==> config.mk <==
export PLATFORM = sky130hd
export DESIGN_NAME = wb_rr_arbiter
export DESIGN_NICKNAME = d
export VERILOG_FILES = /design/src/rtl/wb_rr_arbiter.sv
export SDC_FILE = /design/constraint.sdc
export NUM_CORES = 1
export LEC_CHECK = 0
export ABC_AREA = 1
export CAP_MARGIN = 30
export CORE_AREA = 2 2 152 154
export DETAILED_ROUTE_END_ITERATION = 8
export DIE_AREA = 0 0 154 156
export GPL_ROUTABILITY_DRIVEN = 0
export PLACE_DENSITY = 0.49
export SYNTH_ARGS = -nofsm -noshare
export SYNTH_HDL_FRONTEND = slang
export SYNTH_SLANG_ARGS = --single-unit
==> constraint.sdc <==
create_clock -name clk -period 3.6 [get_ports clk]
set_input_delay 0.9 -clock clk [delete_from_list [all_inputs] [get_ports clk]]
set_output_delay 0.9 -clock clk [all_outputs]
set_load 0.05 [all_outputs]
==> src/rtl/wb_rr_arbiter.sv <==
// Round-robin arbiter sharing one Wishbone B3 slave port among NUM_MASTERS masters.
// Ownership lasts a whole cyc tenure; a watchdog errors out transfers nobody answers.
module wb_rr_arbiter #(
   parameter int unsigned NUM_MASTERS    = 3,
   parameter int unsigned TIMEOUT_CYCLES = 255,
   parameter int unsigned ADDR_WIDTH     = 32,
   parameter int unsigned DATA_WIDTH     = 32
) (
   input  logic                                       clk,
   input  logic                                       rst_n,
   // requester side
   input  logic [NUM_MASTERS-1:0]                     m_cyc,
   input  logic [NUM_MASTERS-1:0]                     m_stb,
   input  logic [NUM_MASTERS-1:0]                     m_we,
   input  logic [NUM_MASTERS-1:0][ADDR_WIDTH-1:0]     m_adr,
   input  logic [NUM_MASTERS-1:0][DATA_WIDTH-1:0]     m_dat_w,
   input  logic [NUM_MASTERS-1:0][DATA_WIDTH/8-1:0]   m_sel,
   input  logic [NUM_MASTERS-1:0][2:0]                m_cti,
   input  logic [NUM_MASTERS-1:0][1:0]                m_bte,
   output logic [NUM_MASTERS-1:0]                     m_ack,
   output logic [NUM_MASTERS-1:0]                     m_err,
   output logic [NUM_MASTERS-1:0]                     m_rty,
   output logic [DATA_WIDTH-1:0]                      m_dat_r,
   // shared downstream side
   output logic                                       s_cyc,
   output logic                                       s_stb,
   output logic                                       s_we,
   output logic [ADDR_WIDTH-1:0]                      s_adr,
   output logic [DATA_WIDTH-1:0]                      s_dat_w,
   output logic [DATA_WIDTH/8-1:0]                    s_sel,
   output logic [2:0]                                 s_cti,
   output logic [1:0]                                 s_bte,
   input  logic                                       s_ack,
   input  logic                                       s_err,
   input  logic                                       s_rty,
   input  logic [DATA_WIDTH-1:0]                      s_dat_r,
   // status
   output logic [NUM_MASTERS-1:0]                     grant,
   output logic                                       busy,
   output logic                                       timeout
);

   localparam int unsigned IdxW = (NUM_MASTERS > 1) ? $clog2(NUM_MASTERS) : 1;
   localparam int unsigned WdW  = (TIMEOUT_CYCLES > 0) ? $clog2(TIMEOUT_CYCLES + 1) : 1;
   localparam logic [WdW-1:0]  WdLast   = (TIMEOUT_CYCLES > 0) ? WdW'(TIMEOUT_CYCLES - 1) : '0;
   localparam logic [IdxW-1:0] LastInit = IdxW'(NUM_MASTERS - 1);

   typedef enum logic [1:0] {StIdle, StOwned, StAbort} state_e;

   state_e                 state_q, state_d;
   logic [NUM_MASTERS-1:0] grant_q, grant_d;
   logic [IdxW-1:0]        owner_q, owner_d;
   logic [WdW-1:0]         wd_cnt_q, wd_cnt_d;

   logic                   req_found;
   logic [IdxW-1:0]        pick;
   int unsigned            scan_idx;
   logic                   own_cyc;
   logic                   own_stb;
   logic                   slave_rsp;
   logic                   stalled;
   logic                   fire;

   // owner_q doubles as last_owner: it keeps the most recent winner after the tenure ends
   always_ff @(posedge clk or negedge rst_n) begin
      if (!rst_n) begin
         state_q  <= StIdle;
         grant_q  <= '0;
         owner_q  <= LastInit;
         wd_cnt_q <= '0;
      end else begin
         state_q  <= state_d;
         grant_q  <= grant_d;
         owner_q  <= owner_d;
         wd_cnt_q <= wd_cnt_d;
      end
   end

   always_comb begin
      req_found = 1'b0;
      pick      = owner_q;
      scan_idx  = 0;
      for (int k = 1; k <= int'(NUM_MASTERS); k++) begin
         scan_idx = (int'(owner_q) + k) % NUM_MASTERS;
         if (!req_found && m_cyc[scan_idx[IdxW-1:0]]) begin
            req_found = 1'b1;
            pick      = scan_idx[IdxW-1:0];
         end
      end
   end

   assign own_cyc   = m_cyc[owner_q];
   assign own_stb   = m_stb[owner_q];
   assign slave_rsp = s_ack | s_err | s_rty;
   assign stalled   = (state_q == StOwned) && own_cyc && own_stb && !slave_rsp;
   // a response on the would-be fire cycle masks it through !slave_rsp in stalled
   assign fire      = (TIMEOUT_CYCLES != 0) && stalled && (wd_cnt_q == WdLast);

   always_comb begin
      state_d  = state_q;
      grant_d  = grant_q;
      owner_d  = owner_q;
      wd_cnt_d = '0;
      unique case (state_q)
         StIdle: begin
            if (req_found) begin
               state_d = StOwned;
               grant_d = NUM_MASTERS'(1) << pick;
               owner_d = pick;
            end
         end
         StOwned: begin
            if (!own_cyc) begin
               state_d = StIdle;
               grant_d = '0;
            end else if (fire) begin
               state_d = StAbort;
            end else if (stalled && (TIMEOUT_CYCLES != 0)) begin
               wd_cnt_d = wd_cnt_q + 1'b1;
            end
         end
         StAbort: begin
            if (!own_cyc) begin
               state_d = StIdle;
               grant_d = '0;
            end
         end
         default: state_d = StIdle;
      endcase
   end

   always_comb begin
      s_cyc   = 1'b0;
      s_stb   = 1'b0;
      s_we    = 1'b0;
      s_adr   = '0;
      s_dat_w = '0;
      s_sel   = '0;
      s_cti   = '0;
      s_bte   = '0;
      m_ack   = '0;
      m_err   = '0;
      m_rty   = '0;
      timeout = 1'b0;
      m_dat_r = s_dat_r;
      if (state_q == StOwned) begin
         s_cyc          = own_cyc;
         s_stb          = own_stb;
         s_we           = m_we[owner_q];
         s_adr          = m_adr[owner_q];
         s_dat_w        = m_dat_w[owner_q];
         s_sel          = m_sel[owner_q];
         s_cti          = m_cti[owner_q];
         s_bte          = m_bte[owner_q];
         m_ack[owner_q] = s_ack;
         m_err[owner_q] = s_err | fire;
         m_rty[owner_q] = s_rty;
         timeout        = fire;
      end
   end

   assign grant = grant_q;
   assign busy  = (state_q != StIdle);

endmodule

==> results.yml <==
critical_path:
  path_common_cell: "nand2_1"
  path_buf_inv: 4
  cp_cell_sequence: "clkdlybuf4s50_1 -> inv_1 -> nand2_1 -> nand3_1 -> o21ai_2 -> nand2_2 -> nor2_4 -> nand2_1 -> nand2_1 -> inv_1 -> nor2_1 -> buf_12"
  r2r_cells: 11
  end_kind: "primary output"
  cp_data_required_time_ns: 2.70
  r2r_start: "owner_q[0]"
  r2r-end: "grant[0]"
  cp_num_cells: 12
  path_delay_family: "buffers and inverters"
  critical_path_peak_fanout: 4
  criticalPathCategory: "input pin to primary output"
  r2r_setup_slack_ns: 1.20
  slowest_stage: "clkdlybuf4s50_1"
  cpPeakStageDelay_ns: 0.52
  start_kind: "input pin"
  worstPathArrival_ns: 2.56
yosys:
  yosysSeqAreaShare_pct: 11.57
  ys.flop_type: "dfrtp_1"
  synth_nets: 901
  postSynthCellCount: 627
  synth_top_area_share_pct: 19.26
  synth_enable_flop_cells: 0
  postSynth.asyncResetShare_pct: 100.0
  yosys_warnings: 0
  synth_area_per_cell_sq_um: 5.190
  synth_area_leaders: "nor2_1 (19%), nand2_1 (15%), o21ai_0 (12%), a21oi_1 (12%), dfrtp_1 (11%)"
  synth_top_area_cell: "nor2_1"
  syn_area_sq_mm: 0.003254
  yosys.cell_types.count: 32
  ys_ff_latch: 15
clocking:
  cts_made_buffers: 3
  cts_buffer_depth: 2
  post_cts_buffers: 0
  cts_hold_repair.buffers: 0
  clk_latency_ns: 0.24
  clkTransAtPathRegs_ns: 0.05
  cts_tree: "yes"
  htree_levels: 1
  root_buffer: "clkbuf_16"
  cts.sinks: 15
routing:
  routed_via_density: 4.159
  dr_total_vias: 4887
  drc: 0
  drt-total-wl_mm: 19.16
  detail_route.iter0.violations: 308
  dr.pass1.iters: 5
  wl_per_cell_um: 16.30
  drtAntennaViolNets: 0
sta:
  holdWs_ns: 0.4560
  skew_ns: 0.001747
  finalSetupViolations: 0
  finalCritPeriodShare_pct: 96.03
  layout_setup_ws_ns: 0.1430
  post-route-min-period_ns: 3.457
  slew_violations: 0
  worst_slew_pin_slew_ns: 0.6600
  max_freq_ghz: 0.2893
  maxSlewHeadroom_pct: 55.94
  grt_setup_unrepaired: "yes"
  hold_violations: 0
hold_path:
  hp-class: "register to register"
  min-delay-start: "wd_cnt_q[0]"
  min_path_cells: 1
  hold_end: "wd_cnt_q[0]"
finish:
  final_common_cell: "clkdlybuf4s50_1"
  multi_input_area_sq_mm: 0.002313
  drive_above_1_share_pct: 13.82
  n_fill_cell: 2417
  n_antenna_cell: 0
  layout.nets: 1165
  layout_common_cells: "clkdlybuf4s50_1 (236), nor2_1 (167), nand2_1 (130), buf_12 (85), o21ai_0 (78)"
  area_delta_synth_final_pct: 127.3
  seqCellArea_sq_um: 380.4
  utilization_pct: 33.07
grt:
  grt_overflow: 0
  grt_max_degree: 57
  grt_antenna_before_repair: 0
  grt_pass1_wl_mm: 27.75
  grt.total_usage_pct: 14.52
  grt_pass1_vias: 4627
die:
  die-width_um: 154
  initial_utilization_pct: 14.55
  core-area_sq_mm: 0.02237
  die-area_sq_mm: 0.02402
  die_h_um: 156
  io_pins: 387
  rows: 55
job:
  maxCapViolCount: 0
pwr:
  leakagePower_nw: 2.962
  power.density_cell_area_mw_per_mm2: 858.5
  max-vdd-ir-drop_v: 0.0003322
placed_design:
  place_hpwl_mm: 14.80
  post-place-ws_ns: 0.1224
  placement.io_buffers: 322
outcome:
  status: "finished clean"
==> how the worst max path moves through the flow <==
stage | from | end | slack (ns)
2_1_floorplan | s_err | m_err[0] | 0.49
3_3_place_gp | m_stb[1] | m_err[0] | 0.13
3_5_place_dp | m_stb[1] | m_err[0] | 0.12
4_1_cts | m_stb[1] | m_err[0] | 0.12
5_1_grt | m_cyc[1] | m_err[2] | -0.008
6_report | m_cyc[1] | m_err[2] | 0.14
==> per-layer routing <==
metal | global-route usage, % | wire (um) | share of wire (%) | vias to the layer above
li1 | - | - | - | 2514
met1 | 18.67 | 8415 | 44 | 2168
met2 | 24.96 | 9026 | 47 | 185
met3 | 3.167 | 1379 | 7.2 | 20
met4 | 3.026 | 335 | 1.7 | 0
met5 | 0 | 0 | 0 | -
==> synth_stat cells (all sizes together), types with 3 or more instances <==
cell and instances:
nand4 3, clkbuf 22, nor3 4, buf 52, nand3 21, o21ai 83
ha 9, inv 29, nand2 136, a21oi 76, nor2 170, dfrtp 14
==> timing repair <==
| item | in CTS | in global routing |
|---|---|---|
| resized for setup | 0 | 0 |
| setup endpoints to repair | 0 | 1 |
| hold endpoints to repair | 0 | 0 |
==> area by class of cell <==
type,count,area share (%)
clock buffer,4,1.066
inverter,29,1.539
multi-input combinational,509,31.28
sequential,15,5.142
tap,285,4.821
timing repair buffer,333,56.16
==> flip-flops by register name, indices dropped and copies added, names as in the netlist <==
signal / flops
state_q: 2
owner_q: 2
wd_cnt_q: 8
grant: 3
==> report_power, final <==
group          switching (mW)  total, mW  internal, mW
Clock                  0.0646      0.214         0.150
Sequential             0.0629      0.272         0.209
Combinational            3.49       5.86          2.37
Total                    3.62       6.35          2.73
==> through the flow <==
step | TNS [ns] | power, mW | area, sq um | cells
2_1_floorplan | 0 | 3.543 | 3254 | 627
3_3_place_gp | 0 | 6.210 | 7318 | 1171
3_5_place_dp | 0 | 6.191 | 7318 | 1171
4_1_cts | 0 | 6.431 | 7397 | 1175
5_1_grt | -0.008143 | 6.759 | 7397 | 1175
6_report | 0 | 6.350 | 7397 | 1175
==> kinds of logic (layout without fill, tap and decap cells) <==
| logic type | Yosys count | after routing | share of synthesized area [%] |
|---|---|---|---|
| buffers and inverters | 103 | 366 | 17.34 |
| and+or+nand+nor | 338 | 338 | 42.18 |
| adders and majority gates | 9 | 9 | 3.460 |
| xor gates and xnor gates | 2 | 2 | 0.5384 |
| DFF | 15 | 15 | 11.57 |
| AOI/OAI and AO/OA | 160 | 160 | 24.91 |
Power figures use the tool's default switching activity.
